## config.mk

```make
export PLATFORM = sky130hd
export DESIGN_NAME = mem_stage
export DESIGN_NICKNAME = d
export VERILOG_FILES = /design/src/rtl/mem_stage_pkg.sv /design/src/rtl/mem_stage_lane.sv /design/src/rtl/mem_stage.sv
export SDC_FILE = /design/constraint.sdc
export NUM_CORES = 1
export LEC_CHECK = 0
export ABC_AREA = 1
export ABC_CLOCK_PERIOD_IN_PS = 3750
export BUFFER_PORTS_ARGS = -buffer_cell sky130_fd_sc_hd__buf_2
export CORE_AREA = 2 2 149 151
export DETAILED_ROUTE_END_ITERATION = 10
export DIE_AREA = 0 0 151 153
export GPL_TIMING_DRIVEN = 0
export MAX_ROUTING_LAYER = met4
export PLACE_DENSITY_LB_ADDON = 0.15
export SYNTH_ARGS = -nofsm -noshare
export SYNTH_HDL_FRONTEND = slang
export SYNTH_SLANG_ARGS = --single-unit
```

## constraint.sdc

```tcl
create_clock -name clk -period 3.75 [get_ports clk]
set_clock_uncertainty 0.1 [all_clocks]
set_input_delay 0.1875 -clock clk [delete_from_list [all_inputs] [get_ports clk]]
set_output_delay 0.1875 -clock clk [all_outputs]
set_load 0.01 [all_outputs]
```

## src/rtl/mem_stage_pkg.sv

```systemverilog
// Shared definitions for the MIPS32 memory stage: ALU opcodes, write/reset constants,
// FSM state encoding and opcode classification helpers.
package mem_stage_pkg;

    localparam logic        RstEnable    = 1'b0;
    localparam logic        WriteEnable  = 1'b1;
    localparam logic        WriteDisable = 1'b0;
    localparam logic [31:0] ZeroWord     = 32'h0000_0000;
    localparam logic [4:0]  NOPRegAddr   = 5'b00000;

    typedef logic [31:0] RegBus;
    typedef logic [4:0]  RegAddrBus;

    localparam logic [7:0] EXE_NOP_OP = 8'b0000_0000;
    localparam logic [7:0] EXE_ADD_OP = 8'b0010_0000;
    localparam logic [7:0] EXE_LB_OP  = 8'b1110_0000;
    localparam logic [7:0] EXE_LH_OP  = 8'b1110_0001;
    localparam logic [7:0] EXE_LW_OP  = 8'b1110_0011;
    localparam logic [7:0] EXE_LBU_OP = 8'b1110_0100;
    localparam logic [7:0] EXE_LHU_OP = 8'b1110_0101;
    localparam logic [7:0] EXE_SB_OP  = 8'b1110_1000;
    localparam logic [7:0] EXE_SH_OP  = 8'b1110_1001;
    localparam logic [7:0] EXE_SW_OP  = 8'b1110_1011;

    typedef enum logic [1:0] {
        MEM_IDLE = 2'd0,
        MEM_WAIT = 2'd1,
        MEM_DONE = 2'd2
    } mem_state_e;

    function automatic logic is_load(input logic [7:0] op);
        return op inside {EXE_LB_OP, EXE_LBU_OP, EXE_LH_OP, EXE_LHU_OP, EXE_LW_OP};
    endfunction

    function automatic logic is_store(input logic [7:0] op);
        return op inside {EXE_SB_OP, EXE_SH_OP, EXE_SW_OP};
    endfunction

    // Halfwords must sit on even addresses, words on multiples of four.
    function automatic logic is_misaligned(input logic [7:0] op, input logic [1:0] a);
        logic bad;
        bad = 1'b0;
        case (op)
            EXE_LH_OP, EXE_LHU_OP, EXE_SH_OP: bad = a[0];
            EXE_LW_OP, EXE_SW_OP:             bad = (a != 2'b00);
            default:                          bad = 1'b0;
        endcase
        return bad;
    endfunction

endpackage

```

## src/rtl/mem_stage_lane.sv

```systemverilog
// Big-endian byte-lane steering: store byte enables and lane replication, plus
// selection and sign/zero extension of load data from the captured bus word.
module mem_lane
    import mem_stage_pkg::*;
(
    input  logic [7:0]  aluop_i,
    input  logic [1:0]  a_i,
    input  logic [31:0] rt_i,
    input  logic [31:0] rdata_i,
    output logic [3:0]  sel_o,
    output logic [31:0] wdata_o,
    output logic [31:0] load_data_o
);

    logic [7:0]  byte_sel;
    logic [15:0] half_sel;

    always_comb begin
        unique case (a_i)
            2'd0: byte_sel = rdata_i[31:24];
            2'd1: byte_sel = rdata_i[23:16];
            2'd2: byte_sel = rdata_i[15:8];
            2'd3: byte_sel = rdata_i[7:0];
        endcase
    end

    assign half_sel = a_i[1] ? rdata_i[15:0] : rdata_i[31:16];

    always_comb begin
        // NOTE: every output gets a default before the case so no path can infer a latch.
        sel_o       = 4'b1111;
        wdata_o     = rt_i;
        load_data_o = rdata_i;
        case (aluop_i)
            EXE_LB_OP: begin
                sel_o       = 4'b1000 >> a_i;
                load_data_o = {{24{byte_sel[7]}}, byte_sel};
            end
            EXE_LBU_OP: begin
                sel_o       = 4'b1000 >> a_i;
                load_data_o = {24'h0, byte_sel};
            end
            EXE_LH_OP: begin
                sel_o       = a_i[1] ? 4'b0011 : 4'b1100;
                load_data_o = {{16{half_sel[15]}}, half_sel};
            end
            EXE_LHU_OP: begin
                sel_o       = a_i[1] ? 4'b0011 : 4'b1100;
                load_data_o = {16'h0, half_sel};
            end
            EXE_SB_OP: begin
                sel_o   = 4'b1000 >> a_i;
                wdata_o = {4{rt_i[7:0]}};
            end
            EXE_SH_OP: begin
                sel_o   = a_i[1] ? 4'b0011 : 4'b1100;
                wdata_o = {2{rt_i[15:0]}};
            end
            default: ;
        endcase
    end

endmodule

```

## src/rtl/mem_stage.sv

```systemverilog
// MIPS32 memory-access stage: runs loads/stores over a req/ack data bus and stalls until ack.
// Define MEM_ALIGN_CHECK_EN to trap misaligned half/word accesses on excp_misalign.
module mem_stage
    import mem_stage_pkg::*;
#(
    parameter int ADDR_W = 32,
    parameter int DATA_W = 32
) (
    input  logic              clk,
    input  logic              rst,
    input  logic [4:0]        ex_wd,
    input  logic              ex_wreg,
    input  logic [DATA_W-1:0] ex_wdata,
    input  logic [DATA_W-1:0] ex_hi,
    input  logic [DATA_W-1:0] ex_lo,
    input  logic              ex_whilo,
    input  logic [7:0]        ex_aluop,
    input  logic [31:0]       ex_mem_addr,
    input  logic [DATA_W-1:0] ex_reg2,
    input  logic [DATA_W-1:0] dbus_rdata,
    input  logic              dbus_ack,
    output logic [4:0]        mem_wd,
    output logic              mem_wreg,
    output logic [DATA_W-1:0] mem_wdata,
    output logic [DATA_W-1:0] mem_hi,
    output logic [DATA_W-1:0] mem_lo,
    output logic              mem_whilo,
    output logic              dbus_req,
    output logic              dbus_we,
    output logic [ADDR_W-1:0] dbus_addr,
    output logic [3:0]        dbus_sel,
    output logic [DATA_W-1:0] dbus_wdata,
`ifdef MEM_ALIGN_CHECK_EN
    output logic              excp_misalign,
`endif
    output logic              stall_req
);

    mem_state_e  state_q;
    logic [31:0] rdata_q;
    logic        load_op;
    logic        store_op;
    logic        misalign;
    logic        issue;
    logic [3:0]  lane_sel;
    logic [31:0] lane_wdata;
    logic [31:0] load_data;

    assign load_op  = is_load(ex_aluop);
    assign store_op = is_store(ex_aluop);

`ifdef MEM_ALIGN_CHECK_EN
    assign misalign = (load_op | store_op) & is_misaligned(ex_aluop, ex_mem_addr[1:0]);
`else
    assign misalign = 1'b0;
`endif

    assign issue = (load_op | store_op) & ~misalign;

    mem_lane u_lane (
        .aluop_i     (ex_aluop),
        .a_i         (ex_mem_addr[1:0]),
        .rt_i        (ex_reg2),
        .rdata_i     (rdata_q),
        .sel_o       (lane_sel),
        .wdata_o     (lane_wdata),
        .load_data_o (load_data)
    );

    // An ack is only meaningful while a request is outstanding; reset drops any in flight.
    always_ff @(posedge clk) begin
        // NOTE: sequential state uses non-blocking assignments so every flop samples pre-edge values.
        if (rst == RstEnable) begin
            state_q <= MEM_IDLE;
            rdata_q <= ZeroWord;
        end else begin
            unique case (state_q)
                MEM_IDLE: begin
                    if (issue) begin
                        if (dbus_ack) begin
                            state_q <= MEM_DONE;
                            rdata_q <= dbus_rdata;
                        end else begin
                            state_q <= MEM_WAIT;
                        end
                    end
                end
                MEM_WAIT: begin
                    if (dbus_ack) begin
                        state_q <= MEM_DONE;
                        rdata_q <= dbus_rdata;
                    end
                end
                MEM_DONE: state_q <= MEM_IDLE;
                default:  state_q <= MEM_IDLE;
            endcase
        end
    end

    always_comb begin
        mem_wd    = ex_wd;
        mem_wreg  = ex_wreg;
        mem_wdata = ex_wdata;
        mem_hi    = ex_hi;
        mem_lo    = ex_lo;
        mem_whilo = ex_whilo;
        dbus_req  = 1'b0;
        stall_req = 1'b0;
`ifdef MEM_ALIGN_CHECK_EN
        excp_misalign = 1'b0;
`endif
        unique case (state_q)
            MEM_IDLE: begin
                dbus_req  = issue;
                stall_req = issue;
`ifdef MEM_ALIGN_CHECK_EN
                excp_misalign = misalign;
`endif
                if (issue | misalign) begin
                    mem_wreg  = WriteDisable;
                    mem_whilo = WriteDisable;
                end
            end
            MEM_WAIT: begin
                dbus_req  = 1'b1;
                stall_req = 1'b1;
                mem_wreg  = WriteDisable;
                mem_whilo = WriteDisable;
            end
            MEM_DONE: begin
                if (store_op) begin
                    mem_wreg = WriteDisable;
                end else if (load_op) begin
                    mem_wdata = load_data;
                end
            end
            default: ;
        endcase
        if (rst == RstEnable) begin
            mem_wd    = NOPRegAddr;
            mem_wreg  = WriteDisable;
            mem_wdata = ZeroWord;
            mem_hi    = ZeroWord;
            mem_lo    = ZeroWord;
            mem_whilo = WriteDisable;
            dbus_req  = 1'b0;
            stall_req = 1'b0;
`ifdef MEM_ALIGN_CHECK_EN
            excp_misalign = 1'b0;
`endif
        end
    end

    assign dbus_addr  = (rst == RstEnable) ? '0 : {ex_mem_addr[ADDR_W-1:2], 2'b00};
    assign dbus_we    = dbus_req & store_op;
    assign dbus_sel   = dbus_req ? lane_sel : 4'b0000;
    assign dbus_wdata = (rst == RstEnable) ? ZeroWord : lane_wdata;

endmodule

```

==> results.cfg, run 1 <==
[logic_synthesis]
synth_top_family_by_area = simple AND/OR/NAND/NOR gates
synth_simple_gate_area_share_pct = 48.6
muxShareOfSynthArea_pct = 0
synth-xor-area-share_pct = 0
synth_edf_count = 0
synth_area_leaders = nand2_1, inv_1, dfxtp_1
avgSynthCellArea_um2 = 4.81
yosys_register_bits = 34
synth-compound-area-share_pct = 10.3
synth_commonest_cells = nand2_1, inv_1, nor2_1, nand3_1, o21ai_0
synth_top_area_share_pct = 24.9
synth_top_flop_cell = dfxtp_1
synthCells = 927
synth.distinct_cells = 27
synth_top_area_cell = nand2_1
async_reset_ff_share_pct = 0
synth_adder_area_share_pct = 0
post-synth-top-count-cell = nand2_1
ys_seq_area_share_pct = 15.3
synth_warnings = 0
netlist_area_um2 = 4460

[timing]
worst_pin_slew_ns = 0.823
clock.fmax_mhz = 405
fin_crit_sh_pct = 65.8
hold_ws_ns = 0.125
hold_viol = 0
fin_ws_ns = 1.28
max_slew_margin_pct = 45.1
finalSetupTns_ns = 0
rsz0062_at_grt = false
min_period_ns = 2.47
setup_viol_count_final = 0
finalMaxSlewViolations = 0

[cells_and_area]
drive_above_1_share_pct = 32.3
fin_nets = 1523
syn_to_final_growth_pct = 54.9
fin_cells = 1597
fill_cells = 2619

[clocking]
numCtsBuffers = 5
clock_sinks = 34
cts.path.max_buffers = 2
cts_setup_buffers = 0
cts_tree = yes
hold_buffers = 0
clkTransAtPathRegs_ns = 0.06
ctsResizeCount = 0
cts-root-buf = clkbuf_16
htreeDepth = 2
clock_latency_ns = 0.28

[floorplanning]
initial_core_util_pct = 20.8
die_w_um = 151
rows = 54
dieArea_um2 = 23100
die_y_um = 153
core_area_um2 = 21500
ios = 384

[grt]
overflow = 0
grt_pass1_vias = 6306
antenna_found_initial = 2
grt_util_met1_pct = 21.6
grt_max_degree = 13
grt_busiest_layer = met2
grt_use_met2_pct = 37.7
grtUsageTotal_pct = 20.1
grt_util_met3_pct = 3.34
grt_pass1_wl_um = 34700

[worst_setup_path]
worst-path-max-fanout = 10
r2r_setup_slack_ns = 2.20
end_kind = output pin
worstPathRequired_ns = 3.46
crit_arrival_ns = 2.18
start_kind = input pin
crit_type = input pin to output pin

[drt]
drt-total-wl_um = 24000
drtIter0Drc = 252
vias = 6730
drc = 0
dr.pass1.iters = 4
wl_per_cell_um = 15.0
antenna_left = 0
avgViaCountPerCell = 4.21

[placement]
placed_cells = 1586
post-dp-hpwl_um = 20500
gp_congestion = 0.900
port_buffers = 378
post-place-ws_ns = 1.16

[worst_hold_path]
hold_class = input pin to flip-flop

[run_status]
outcome = complete, no violations

[power]
max-vdd-ir-drop_mv = 0.173
p_leak_nw = 4.82
powerDensity_nw_per_um2 = 215

[run]
cap_violations = 0
## worst max-delay path, stage by stage
cell and delay (ns):
buf_2 0.10, inv_1 0.04, nand2_1 0.09, nor2_4 0.17, nand3_2 0.25, nand2_1 0.16, nand4_1 0.42, buf_2 0.38
nand2_1 0.08, a21oi_1 0.11, buf_2 0.18
## report_power, final
part | internal, mW | switching, mW | leakage, nW | total, mW
clock | 0.382 | 0.177 | 0.0940 | 0.559
combinational | 0.222 | 0.324 | 4.46 | 0.546
sequential | 0.373 | 0.00536 | 0.275 | 0.378
## flip-flops by register name, indices dropped and copies added, names as in the netlist
name     cells
rdata_q     32
state_q      2
## path summary, 6_finish.rpt
path | cells past startpoint | end | start
min | 5 | rdata_q[8] | dbus_rdata[8]
max | 11 | mem_wdata[29] | ex_aluop[4]
max reg2reg | 5 | rdata_q[7] | state_q[1]
min reg2reg | 4 | rdata_q[2] | rdata_q[2]
## cells by family (layout without fill, tap and decap cells)
kind of cell / count (synthesis) / count (layout)
flip-flops: 34 / 34
AO/OA/AOI/OAI: 86 / 86
other: 1 / 5
AND/OR/NAND/NOR: 518 / 518
buffers and inverters: 288 / 674
## routing by layer
layer / up-vias / part of all wire, %
met3: 29 / 7.5
met2: 267 / 51
met5: - / 0
met1: 2921 / 39
li1: 3513 / -
met4: 0 / 2.5
## area by class of cell
type / instances / area [um2] / share of cell area (%)
Multi-Input combinational cell: 606 / 2640 / 38.1
Timing Repair Buffer: 378 / 1890 / 27.4
Inverter: 230 / 863 / 12.5
Sequential cell: 34 / 681 / 9.85
Tap cell: 280 / 350 / 5.07
Buffer: 58 / 287 / 4.15
Clock buffer: 5 / 125 / 1.81
Clock inverter: 3 / 68.8 / 0.996
Antenna cell: 3 / 7.51 / 0.109
## layout by cell type (no fill, tap or decap), types with 2 or more instances in the layout
cell       count
a21oi_1       34
buf_1          3
buf_2        391
buf_4          6
buf_6          4
bufinv_16      2
clkbuf_1      32
clkbuf_16      5
clkinv_1       2
conb_1         2
dfxtp_1       34
diode_2        3
inv_1        226
inv_2          2
nand2_1      296
nand3_1       52
nand3_2        5
nand4_1       34
nor2_1       121
nor2_2         2
nor3_1         2
nor3_2         2
o211ai_1       9
o21ai_0       41
## through the flow
step	power, mW	instance area, um2	utilization, %
2_1_floorplan	0.650	4470	-
3_3_place_gp	0.934	6710	31.2
3_5_place_dp	0.936	6710	31.2
4_1_cts	1.49	6900	32.1
5_1_grt	1.57	6910	32.1
6_report	1.48	6910	32.2
(Power assumes the default switching activity.)
==> inputs of run 2 (changes only) <==
Settings changed: ABC_CLOCK_PERIOD_IN_PS 3750 to 2100.
Clock period 3.75 ns to 2.1 ns, I/O delays scaled along.
==> run 2 against run 1 <==
Net effect: critical endpoint unchanged; flip-flop and latch count unchanged; highest routed layer unchanged; sequential share of layout area shrank 0.15 points; via count rose by 0.39%; critical path type is now flip-flop to output pin; largest power group unchanged.
==> results.cfg, run 2 (synthesis results as in run 1) <==
[floorplanning]
ios = 384
core_area_um2 = 21500
dieArea_um2 = 23100
die_w_um = 151
initial_core_util_pct = 20.8
rows = 54
die_y_um = 153

[clocking]
clock_sinks = 34
cts_tree = yes
clkTransAtPathRegs_ns = 0.06
numCtsBuffers = 5
htreeDepth = 2
hold_buffers = 0
cts.path.max_buffers = 2
cts-root-buf = clkbuf_16
clock_latency_ns = 0.28

[grt]
grtUsageTotal_pct = 20.1
grt_pass1_vias = 6321
grt_util_met1_pct = 21.7
grt_max_degree = 13
overflow = 0
antenna_found_initial = 2
grt_pass1_wl_um = 34700
grt_util_met3_pct = 3.16
grt_use_met2_pct = 37.7
grt_busiest_layer = met2

[placement]
placed_cells = 1586
post-dp-hpwl_um = 20500
gp_congestion = 0.900
port_buffers = 378

[timing]
clock.fmax_mhz = 499
max_slew_margin_pct = 56.4
setup_viol_count_final = 0
hold_viol = 0
finalSetupTns_ns = 0
worst_pin_slew_ns = 0.650
min_period_ns = 2.00
fin_crit_sh_pct = 95.4
rsz0062_at_grt = true
finalMaxSlewViolations = 0

[drt]
dr.pass1.iters = 4
drtIter0Drc = 215
drc = 0
drt-total-wl_um = 24000
vias = 6756
antenna_left = 0
wl_per_cell_um = 15.0
avgViaCountPerCell = 4.22

[cells_and_area]
reg.largest.list = rdata_q: 32 flops, state_q: 2 flops
final_common_cell = buf_2
drive_above_1_share_pct = 33.4
fin_nets = 1528
layout_common_cells = buf_2, nand2_1, inv_1, nor2_1, nand3_1
top_register = rdata_q
fin_cells = 1602
final_util_pct = 32.7
syn_to_final_growth_pct = 57.3
largest_reg_flops = 32

[worst_setup_path]
crit_arrival_ns = 1.80
reg2reg_to = rdata_q[7]
rr_worst_depth = 7
crit_type = flip-flop to output pin
worst-path-max-fanout = 10
worstPathRequired_ns = 1.89
r2r_setup_slack_ns = 0.57
reg2reg_from = state_q[1]
start_kind = flip-flop
end_kind = output pin

[power]
switchingPower_mw = 0.905
intPower_mw = 1.75
netSwitchingFraction_pct = 34.1
combPwrFrac_pct = 37.0
max-vdd-ir-drop_mv = 0.310
seq_power_share_pct = 25.5
power_mw = 2.65
powerDensity_nw_per_um2 = 378
p_leak_nw = 4.85
clockPowerShare_pct = 37.5

[worst_hold_path]
hold_depth = 5
min-delay-start = dbus_rdata[8]
hold_class = input pin to flip-flop
min_to = rdata_q[8]

[run]
cap_violations = 0

[run_status]
outcome = complete, no violations
run 2: worst max path at each step:
| stage | from | endpoint | slack, ns | cells after the start |
|---|---|---|---|---|
| after floorplan | ex_aluop[0] | mem_wdata[20] | 0.59 | 9 |
| after global placement | ex_aluop[4] | mem_wdata[15] | -0.32 | 11 |
| after detailed placement | ex_aluop[4] | mem_wdata[15] | -0.32 | 11 |
| after CTS | ex_aluop[4] | mem_wdata[29] | 0.002 | 13 |
| after global routing | ex_aluop[4] | mem_wdata[29] | -0.02 | 13 |
| final | rdata_q[31] | mem_wdata[29] | 0.1 | 8 |
run 2: cell type report:
cell class                      count  area (um2)
Fill cell                        2609       14500
Multi-Input combinational cell    606        2680
Timing Repair Buffer              384        1940
Inverter                          230         871
Sequential cell                    34         681
Tap cell                          280         350
Buffer                             57         295
Clock buffer                        5         125
Clock inverter                      3        68.8
Antenna cell                        3        7.51
run 2: per-layer routing:
| metal | vias up | routed length [um] |
|---|---|---|
| li1 | 3514 | - |
| met2 | 279 | 12200 |
| met1 | 2936 | 9360 |
| met5 | - | 0 |
| met3 | 27 | 1780 |
| met4 | 0 | 583 |
run 2: stage by stage:
stage	hold WS (ns)	area, um2	worst slack (ns)
after detailed placement	0.344	6710	-0.323
after floorplan	0.197	4470	0.593
after global routing	0.0646	7010	-0.0201
final	0.0452	7020	0.0970
after CTS	0.0513	6970	0.00186
after global placement	0.333	6710	-0.316
run 2: worst max-delay path, cell delays in order, from the launching register on:
cell	delay, ns
dfxtp_1	0.38
nand2_1	0.09
nand3_1	0.14
nand3_4	0.15
nand3_4	0.13
buf_6	0.14
nand3_1	0.10
a21oi_2	0.21
buf_2	0.17
run 2: repair_timing:
item                       4_1_cts  5_1_grt
pin swaps                        1        3
setup endpoints to repair       26       34
setup buffers                    3        3
resized for setup                9        9
run 2: power by group through the flow:
stage | combinational (mW) | sequential, mW | clock [mW]
6_report | 0.980 | 0.675 | 0.995
4_1_cts | 0.993 | 0.675 | 1.01
5_1_grt | 1.10 | 0.677 | 1.04
2_1_floorplan | 0.475 | 0.687 | 0
3_5_place_dp | 0.982 | 0.690 | 0
3_3_place_gp | 0.978 | 0.689 | 0
==> inputs of run 3 (changes only) <==
Settings changed: BUFFER_PORTS_ARGS -buffer_cell sky130_fd_sc_hd__buf_2 to -buffer_cell sky130_fd_sc_hd__clkbuf_2, SETUP_SLACK_MARGIN set to 0.4.
==> run 3 against run 2 <==
Net effect: first-iteration DRC count rose by 27%; critical path type is now input pin to output pin; power rose by 3.1%; highest routed layer unchanged; final cell count rose by 1.6%; sequential share of layout area fell by 0.69 points.
==> results.cfg, run 3 (synthesis results as in run 1) <==
[timing]
hold_viol = 0
setup_viol_count_final = 0
hold_ws_ns = 0.0451
fin_ws_ns = 0.238
max_slew_margin_pct = 54.6
min_period_ns = 1.86
worst_pin_slew_ns = 0.681
fin_crit_sh_pct = 88.7
rsz0062_at_grt = true
clock.fmax_mhz = 537
finalMaxSlewViolations = 0

[worst_setup_path]
start_kind = input pin
r2r_setup_slack_ns = 0.51
reg2reg_from = state_q[1]
crit_path_top_delay_cell = buf_2
worst-path-max-fanout = 6
crit_arrival_ns = 1.66
worstPathRequired_ns = 1.89
slowest_delay_ns = 0.16
crit_cells = 14
rr_worst_depth = 8
crit_start = ex_aluop[4]
critPathCapture = mem_wdata[22]
crit_chain = buf_6 -> inv_2 -> nand2_4 -> nor2_4 -> buf_6 -> nand2_2 -> nand2_2 -> nand2_2 -> nor2_4 -> buf_6 -> buf_2 -> nand3_1 -> a21oi_2 -> buf_2
end_kind = output pin
crit_family = buffers and inverters
path_buf_inv = 6
reg2reg_to = rdata_q[3]
crit_type = input pin to output pin

[cells_and_area]
top_register = rdata_q
diodes = 0
largest_reg_flops = 32
final_util_pct = 35.6
syn_to_final_growth_pct = 71.6
drive_above_1_share_pct = 40.0
reg.largest.list = rdata_q: 32 flops, state_q: 2 flops
final_cell_area_um2 = 7650
final_common_cell = clkbuf_2
fin_nets = 1557
layout_common_cells = clkbuf_2, nand2_1, inv_1, nor2_1, nand3_1

[clocking]
cts.path.max_buffers = 2
clock_latency_ns = 0.28
clock_sinks = 34
clkTransAtPathRegs_ns = 0.06
numCtsBuffers = 5
cts-root-buf = clkbuf_16
cts_tree = yes
htreeDepth = 2

[power]
combPwrFrac_pct = 38.3
powerDensity_nw_per_um2 = 357
switchingPower_mw = 0.951
p_leak_nw = 5.09
netSwitchingFraction_pct = 34.8
intPower_mw = 1.78
clockPowerShare_pct = 37.0
seq_power_share_pct = 24.7
max-vdd-ir-drop_mv = 0.288

[placement]
post-dp-hpwl_um = 20400
placed_area_um2 = 6710
port_buffers = 378
post-place-ws_ns = -0.281
gp_congestion = 0.914

[floorplanning]
die_w_um = 151
initial_core_util_pct = 20.8
rows = 54
dieArea_um2 = 23100
core_area_um2 = 21500
die_y_um = 153
ios = 384

[grt]
overflow = 0
grt_pass1_wl_um = 35200
grt_pass1_vias = 6484
antenna_found_initial = 0
grtUsageTotal_pct = 20.3
grt_max_degree = 13

[run]
cap_violations = 0

[run_status]
outcome = complete, no violations

[drt]
antenna_left = 0
avgViaCountPerCell = 4.24
drc = 0
vias = 6895
drtIter0Drc = 272
wl_per_cell_um = 15.0
drt-total-wl_um = 24400
dr.pass1.iters = 4

[worst_hold_path]
hold_class = input pin to flip-flop
## run 3: cell types whose count changed in the layout (fill, tap and decap cells not counted), moves of 13 or more
cell	before	now
nand2_1	294	279
buf_2	390	35
o21ai_0	41	27
nand3_1	52	39
nand2_2	3	16
buf_4	10	31
clkbuf_2	2	358
## run 3: power by group through the flow
stage          Sequential (mW)  Clock (mW)  Combinational, mW
3_5_place_dp             0.689           0              0.985
4_1_cts                  0.676        1.01               1.03
6_report                 0.676        1.01               1.05
2_1_floorplan            0.687           0              0.475
5_1_grt                  0.678        1.04               1.16
3_3_place_gp             0.689           0              0.983
## run 3: worst min path at each step
stage	endpoint	start	cells past startpoint	slack [ns]
after floorplan	mem_whilo	ex_whilo	2	0.20
after global placement	rdata_q[4]	dbus_rdata[4]	5	0.33
after detailed placement	rdata_q[11]	dbus_rdata[11]	5	0.34
after CTS	rdata_q[31]	dbus_rdata[31]	5	0.05
after global routing	rdata_q[8]	dbus_rdata[8]	5	0.07
final	rdata_q[4]	dbus_rdata[4]	5	0.05
## run 3: routing by layer
layer	vias to the layer above	routed length (um)	share of wire [%]	global-route usage (%)
met3	41	1860	7.6	3.16
met4	0	868	3.6	7.08
met5	-	0	0	-
met2	300	12300	50	37.7
li1	3577	-	-	-
met1	2977	9390	38	21.6
## run 3: worst reg2reg max path, cell delays in order, from the launching register on
cell and delay, ns:
dfxtp_4 0.37, nor2_2 0.11, nand3_2 0.13, buf_4 0.21, nand3_2 0.11, buf_2 0.27, nand2_1 0.08, inv_1 0.06
nor2_1 0.04
## run 3: final cells by class
| type | count | area [um2] |
|---|---|---|
| buffer | 58 | 360 |
| clock buffer | 5 | 125 |
| clock inverter | 3 | 68.8 |
| fill | 2502 | 13800 |
| inverter | 230 | 878 |
| multi-input combinational | 606 | 2950 |
| sequential | 34 | 689 |
| tap | 280 | 350 |
| timing repair buffer | 412 | 2230 |
## run 3: repair_timing
item                       4_1_cts  5_1_grt
gates cloned                     2        3
pin swaps                       22       17
setup endpoints to repair      122       91
setup buffers                   21        8
resized for setup               77      109
hold buffers                     0        0
hold endpoints to repair         0        0
## run 3: per-stage QoR
| step | TNS, ns | power, mW | cells |
|---|---|---|---|
| floorplan | 0 | 1.16 | 928 |
| global placement | -4.43 | 1.67 | 1586 |
| detailed placement | -4.24 | 1.67 | 1586 |
| CTS | 0 | 2.72 | 1617 |
| global route | 0 | 2.88 | 1628 |
| finish | 0 | 2.73 | 1628 |
